<file path="src/rtl/trafficlight_pkg.sv">
// Shared light codes, FSM state encoding and index-width helper for the
// multi-approach traffic light controller.
package trafficlight_pkg;

  localparam logic [1:0] LT_RED    = 2'b00;
  localparam logic [1:0] LT_GREEN  = 2'b01;
  localparam logic [1:0] LT_YELLOW = 2'b10;

  typedef enum logic [1:0] {
    ST_GREEN,
    ST_YELLOW,
    ST_ALLRED,
    ST_WALK
  } state_e;

  // Direction index width; a single approach still gets a 1-bit index.
  function automatic int dir_w(input int n);
    return (n > 1) ? $clog2(n) : 1;
  endfunction

endpackage

</file>
<file path="src/rtl/trafficlight_rr_sel.sv">
// Round-robin finder: first approach after cur_dir (wrapping) with a latched
// demand; returns cur_dir itself when no other approach is waiting.
module trafficlight_rr_sel
  import trafficlight_pkg::*;
#(
  parameter int  N_DIR = 2,
  localparam int DW    = dir_w(N_DIR)
) (
  input  logic [N_DIR-1:0] dem,
  input  logic [DW-1:0]    cur_dir,
  output logic [DW-1:0]    next_dir,
  output logic             found
);

  localparam logic [DW:0] N_W = (DW+1)'(N_DIR);

  logic [N_DIR-1:0] dem_rot;
  logic [DW:0]      offset;
  logic [DW:0]      sum;

  // dem_rot[k] is the demand of approach (cur_dir + k) mod N_DIR; bit 0 is the
  // current owner and never counts as a candidate.
  assign dem_rot = N_DIR'({dem, dem} >> cur_dir) & ~N_DIR'(1);

  always_comb begin
    offset = '0;
    found  = 1'b0;
    for (int k = N_DIR - 1; k >= 0; k--) begin
      if (dem_rot[k]) begin
        offset = (DW+1)'(k);
        found  = 1'b1;
      end
    end
  end

  assign sum      = {1'b0, cur_dir} + offset;
  assign next_dir = !found      ? cur_dir :
                    (sum >= N_W) ? DW'(sum - N_W) : DW'(sum);

endmodule

</file>
<file path="src/rtl/trafficlight_multi.sv">
// Sensor-actuated N-approach traffic light controller with sticky demands,
// min/max green, yellow and all-red clearance and an optional pedestrian WALK.
module trafficlight_multi
  import trafficlight_pkg::*;
#(
  parameter int  N_DIR       = 2,
  parameter int  CNT_W       = 8,
  parameter int  T_GREEN_MIN = 8,
  parameter int  T_GREEN_MAX = 20,
  parameter int  T_YELLOW    = 3,
  parameter int  T_ALLRED    = 1,
  parameter int  T_WALK      = 6,
  localparam int DW          = dir_w(N_DIR)
) (
  input  logic                 clk,
  input  logic                 reset,
  input  logic [N_DIR-1:0]     sensor,
  input  logic                 ped_req,
  output logic [2*N_DIR-1:0]   light,
  output logic                 walk,
  output logic [DW-1:0]        cur_dir,
  output logic [CNT_W-1:0]     phase_cnt
);

  localparam logic [CNT_W-1:0] GMIN_LAST = CNT_W'(T_GREEN_MIN - 1);
  localparam logic [CNT_W-1:0] GMAX_LAST = CNT_W'(T_GREEN_MAX - 1);
  localparam logic [CNT_W-1:0] YEL_LAST  = CNT_W'(T_YELLOW - 1);
  localparam logic [CNT_W-1:0] AR_LAST   = CNT_W'(T_ALLRED - 1);
  localparam logic [CNT_W-1:0] WALK_LAST = CNT_W'(T_WALK - 1);

  state_e             state_q, state_d;
  logic [DW-1:0]      cur_q, cur_d;
  logic [CNT_W-1:0]   cnt_q, cnt_d;
  logic [N_DIR-1:0]   dem_q, dem_d;
  logic               ped_q, ped_d;
  logic [2*N_DIR-1:0] light_q, light_d;
  logic               walk_q, walk_d;

  logic [N_DIR-1:0]   cur_mask;
  logic [N_DIR-1:0]   nxt_mask;
  logic [N_DIR-1:0]   dem_set;
  logic [DW-1:0]      rr_next;
  logic               rr_found;
  logic               other;
  logic               green_exit;
  logic               enter_green;

  function automatic logic [2*N_DIR-1:0] light_of(input state_e s, input logic [DW-1:0] d);
    logic [2*N_DIR-1:0] l;
    l = '0;
    for (int i = 0; i < N_DIR; i++) begin
      if (d == DW'(i)) begin
        if (s == ST_GREEN)       l[2*i +: 2] = LT_GREEN;
        else if (s == ST_YELLOW) l[2*i +: 2] = LT_YELLOW;
        else                     l[2*i +: 2] = LT_RED;
      end
    end
    return l;
  endfunction

  for (genvar gi = 0; gi < N_DIR; gi++) begin : g_mask
    assign cur_mask[gi] = (cur_q == DW'(gi));
    assign nxt_mask[gi] = (cur_d == DW'(gi));
  end

  trafficlight_rr_sel #(
    .N_DIR (N_DIR)
  ) u_rr_sel (
    .dem      (dem_q),
    .cur_dir  (cur_q),
    .next_dir (rr_next),
    .found    (rr_found)
  );

  // The approach currently holding green cannot register demand for itself.
  assign dem_set    = sensor & ~((state_q == ST_GREEN) ? cur_mask : '0);
  assign other      = ped_q | (|(dem_q & ~cur_mask));
  assign green_exit = (cnt_q >= GMIN_LAST) && other &&
                      (!(|(sensor & cur_mask)) || (cnt_q == GMAX_LAST));

  always_comb begin
    state_d     = state_q;
    cur_d       = cur_q;
    cnt_d       = cnt_q + 1'b1;
    dem_d       = dem_q | dem_set;
    ped_d       = ped_q | ped_req;
    enter_green = 1'b0;
    case (state_q)
      ST_GREEN: begin
        if (green_exit) begin
          state_d = ST_YELLOW;
          cnt_d   = '0;
        end else if (cnt_q == GMAX_LAST) begin
          cnt_d = cnt_q;
        end
      end
      ST_YELLOW: begin
        if (cnt_q == YEL_LAST) begin
          state_d = ST_ALLRED;
          cnt_d   = '0;
        end
      end
      ST_ALLRED: begin
        if (cnt_q == AR_LAST) begin
          if (ped_q) begin
            state_d = ST_WALK;
            cnt_d   = '0;
            ped_d   = 1'b0;
          end else begin
            enter_green = 1'b1;
          end
        end
      end
      ST_WALK: begin
        if (cnt_q == WALK_LAST) enter_green = 1'b1;
      end
      default: begin
        state_d = ST_GREEN;
        cnt_d   = '0;
      end
    endcase
    if (enter_green) begin
      state_d = ST_GREEN;
      cur_d   = rr_found ? rr_next : cur_q;
      cnt_d   = '0;
    end
    // Clearing the served approach's latch overrides a same-cycle set.
    if (enter_green) dem_d = dem_d & ~nxt_mask;
    light_d = light_of(state_d, cur_d);
    walk_d  = (state_d == ST_WALK);
  end

  always_ff @(posedge clk) begin
    if (reset) begin
      state_q <= ST_GREEN;
      cur_q   <= '0;
      cnt_q   <= '0;
      dem_q   <= '0;
      ped_q   <= 1'b0;
      light_q <= light_of(ST_GREEN, '0);
      walk_q  <= 1'b0;
    end else begin
      state_q <= state_d;
      cur_q   <= cur_d;
      cnt_q   <= cnt_d;
      dem_q   <= dem_d;
      ped_q   <= ped_d;
      light_q <= light_d;
      walk_q  <= walk_d;
    end
  end

  assign light     = light_q;
  assign walk      = walk_q;
  assign cur_dir   = cur_q;
  assign phase_cnt = cnt_q;

endmodule

</file>
<file path="config.mk">
export PLATFORM = sky130hd
export DESIGN_NAME = trafficlight_multi
export DESIGN_NICKNAME = d
export VERILOG_FILES = /design/src/rtl/trafficlight_pkg.sv /design/src/rtl/trafficlight_rr_sel.sv /design/src/rtl/trafficlight_multi.sv
export SDC_FILE = /design/constraint.sdc
export NUM_CORES = 1
export LEC_CHECK = 0
export ABC_AREA = 1
export CAP_MARGIN = 40
export CORE_MARGIN = 10
export CORE_UTILIZATION = 50
export CTS_BUF_LIST = sky130_fd_sc_hd__clkbuf_8 sky130_fd_sc_hd__clkbuf_16
export DETAILED_ROUTE_END_ITERATION = 6
export PLACE_DENSITY = 0.8
export SYNTH_ARGS = -nofsm -noshare
export SYNTH_HDL_FRONTEND = slang
export SYNTH_SLANG_ARGS = --single-unit
export TNS_END_PERCENT = 20
</file>
<file path="constraint.sdc">
create_clock -name clk -period 1.6 [get_ports clk]
set_clock_uncertainty 0.05 [all_clocks]
set_input_delay 0.16 -clock clk [delete_from_list [all_inputs] [get_ports clk]]
set_output_delay 0.16 -clock clk [all_outputs]
set_load 0.01 [all_outputs]
</file>
==> results.yml <==
run_status:
  status: "finished, final reports clean"
die:
  dieArea_um2: 4228
  fp.dieW_um: 65.02
  core_um2: 1942
  initial_core_util_pct: 52.19
  core.rowCount: 16
  fp.dieH_um: 65.02
  ios: 19
hold_path:
  hold_depth: 2
  hold_start: "dem_q[0]$_SDFF_PP0_"
  worst_hold_path_type: "reg -> reg"
  hold_end: "dem_q[0]$_SDFF_PP0_"
setup_path:
  r2r_end: "dem_q[1]$_SDFF_PP0_"
  cp-end-kind: "flop"
  cp.required_ps: 1740
  r2r-start: "phase_cnt[7]$_SDFFE_PP0P_"
  critPathKind: "reg -> reg"
  critPathMaxFanout: 4
  r2r_slack_ps: 70
  worstSetupStartpoint: "phase_cnt[7]$_SDFFE_PP0P_"
  reg2reg_depth: 9
  start_kind: "flop"
  crit_arrival_ps: 1670
power:
  p_per_area_nw_per_um2: 705.0
  pwr-share-comb_pct: 16.2
  clkPwrFrac_pct: 32.5
  share_seq_of_total_power_pct: 51.4
  vdd.ir_drop.worst_mv: 0.7652
  p_sw_mw: 0.2494
  swShare_pct: 25.52
  p_int_mw: 0.7280
  cellLeakagePower_nw: 0.6326
grt:
  grt_overflow: 0
  antenna_found_initial: 0
  grt_use_total_pct: 12.57
  grt_pass1_wl_um: 4333
  grt_max_degree: 11
  first_global_vias: 1005
clock_tree:
  clk_latency_ps: 250
  numCtsBuffers: 3
  postCtsHoldBufs: 0
  cts.clk_slew.worst_paths_ps: 70
  cts-root-buf: "clkbuf_8"
  cts_tree: "yes"
  cts_htree_levels: 1
  cts_buffer_depth: 2
  clock-sinks: 19
final_layout:
  final_nets: 189
  layout-drive-gt1-share_pct: 20.11
  syn2layout_area_growth_pct: 36.79
  n_antenna_cell: 0
  utilization_pct: 71.39
yosys:
  syn-cell-area_um2: 1013
  synth.avg_cell_area_um2: 6.712
  synth_area_leaders: "dfxtp_1 (38%), nand2_1 (13%), nor2_1 (9.6%), inv_1 (8.9%), nand3_1 (7.4%)"
  ys_seq_area_share_pct: 37.53
  ys_ff_latch: 19
  syn-num-nets: 160
  yosys.area.top_type_share_pct: 37.53
  synth_cells: 151
  synth.yosys.warnings: 0
  yosysTopAreaCell: "dfxtp_1"
  synth.distinct_cells: 21
timing:
  fmax_mhz: 653.9
  final.setup.worst_slack_ps: 70.78
  rsz0062_at_grt: "yes"
  setup-violations-final: 0
  period_share_pct: 95.58
  relSlewSlack_pct: 81.60
  post-route-min-period_ps: 1529
  slew_violations: 0
  worst_pin_slew_ps: 273.1
  hold_viol_final: 0
routing:
  postRouteAntennaNets: 0
  drt-total-wl_um: 2655
  drt_iter0_drc: 59
  drc_errors: 0
  via_count: 1061
  avgViaCountPerCell: 5.150
  drt_pass1_iterations: 5
  avgRoutedWirePerCell_um: 12.89
flow_run:
  drv_cap: 0
placement:
  place_ws_ps: -21.23
  io_buffers: 18
  gp_congestion: 0.9724
  dp_hpwl_um: 1950
## worst max-delay path by stage
stage,to,slack [ps],cells after the start
floorplan,phase_cnt[3]$_SDFFE_PP0P_,70,10
global placement,phase_cnt[3]$_SDFFE_PP0P_,-0.9,10
detailed placement,phase_cnt[3]$_SDFFE_PP0P_,-20,10
CTS,light[0]$_SDFF_PP1_,20,10
global route,dem_q[1]$_SDFF_PP0_,-70,10
finish,dem_q[1]$_SDFF_PP0_,70,9
## state kept, by name, indices dropped and copies added, names as in the netlist
| name | count |
|---|---|
| dem_q | 2 |
| cur_dir | 1 |
| ped_q | 1 |
| light | 4 |
| phase_cnt | 8 |
| walk | 1 |
| state_q | 2 |
## cells by family (layout without fill, tap and decap cells)
kind of cell             count (synthesis)  count (layout)  share of synthesized area, %
adder cells (fa/ha/maj)                  4               4                         4.938
flip-flops                              19              19                         37.53
AND/OR/NAND/NOR                         85              85                         36.05
buffers and inverters                   26              53                         10.00
AO/OA/AOI/OAI                           15              16                         9.755
XOR/XNOR                                 2               2                         1.729
## layout by cell type, fill, tap and decap left out, types with 3 or more instances in the layout
cell type | Yosys | routed
nand3_1 | 15 | 13
inv_1 | 24 | 23
nand2_1 | 34 | 31
nand2_4 | 0 | 3
dfxtp_1 | 19 | 16
nand4_1 | 5 | 5
buf_4 | 1 | 6
inv_2 | 1 | 3
nor2_1 | 26 | 21
nor2_2 | 0 | 5
clkdlybuf4s50_1 | 0 | 18
a21oi_2 | 1 | 3
nand2_2 | 3 | 3
a21oi_1 | 8 | 7
clkbuf_8 | 0 | 3
## worst max-delay path, cell delays in order, from the launching register on
cell     delay (ps)
dfxtp_1         330
nor2_1          170
nand2_1         150
inv_2           110
nand3_2         100
nand2_4         120
nand3_2         120
nand2_1          90
nand2_1         100
a21oi_2         120
## power by group through the flow
stage	Sequential [mW]	Clock (mW)	Combinational, mW
3_5_place_dp	0.511	0	0.137
5_1_grt	0.503	0.346	0.175
2_1_floorplan	0.512	0	0.0774
6_report	0.502	0.317	0.158
4_1_cts	0.501	0.322	0.143
3_3_place_gp	0.509	0	0.134
## Yosys cell counts
cell type	n
nand2_1	34
nor2_1	26
inv_1	24
dfxtp_1	19
nand3_1	15
a21oi_1	8
nand4_1	5
ha_1	4
nand2_2	3
o21ai_0	2
a21oi_2	1
a21oi_4	1
buf_4	1
inv_2	1
nand3_2	1
nor3_1	1
o211ai_1	1
o21ai_2	1
o21bai_1	1
xnor2_1	1
xor2_1	1
## routing by layer
layer	GRT usage, %	part of all wire, %
met1	14.15	40
met2	21.06	50
met3	4.983	8.7
met4	4.278	1.3
met5	0	0
## layout make-up
| class | count | area [µm²] |
|---|---|---|
| clock buffers | 3 | 41.29 |
| clock inverters | 1 | 3.754 |
| fillers | 158 | 555.5 |
| inverters | 25 | 93.84 |
| multi-input cells | 107 | 601.8 |
| flip-flops and latches | 19 | 386.6 |
| well taps | 27 | 33.78 |
| repair buffers | 24 | 225.2 |
## repair_timing
action	in CTS	in global routing
setup endpoints to repair	11	18
resized for setup	4	19
pin swaps	1	4
buffers inserted	0	0
cloned	1	0
## metrics by stage
step	area (µm²)	TNS, ps	cells	power [mW]	hold slack (ps)
2_1_floorplan	1013	0	151	0.5894	182.4
3_3_place_gp	1265	-0.9223	201	0.6434	437.8
3_5_place_dp	1265	-46.96	201	0.6481	440.3
4_1_cts	1325	0	206	0.9656	456.2
5_1_grt	1386	-286.1	206	1.024	478.4
6_report	1386	0	206	0.9774	461.4
Note: power is estimated with default switching activity, not from simulation.
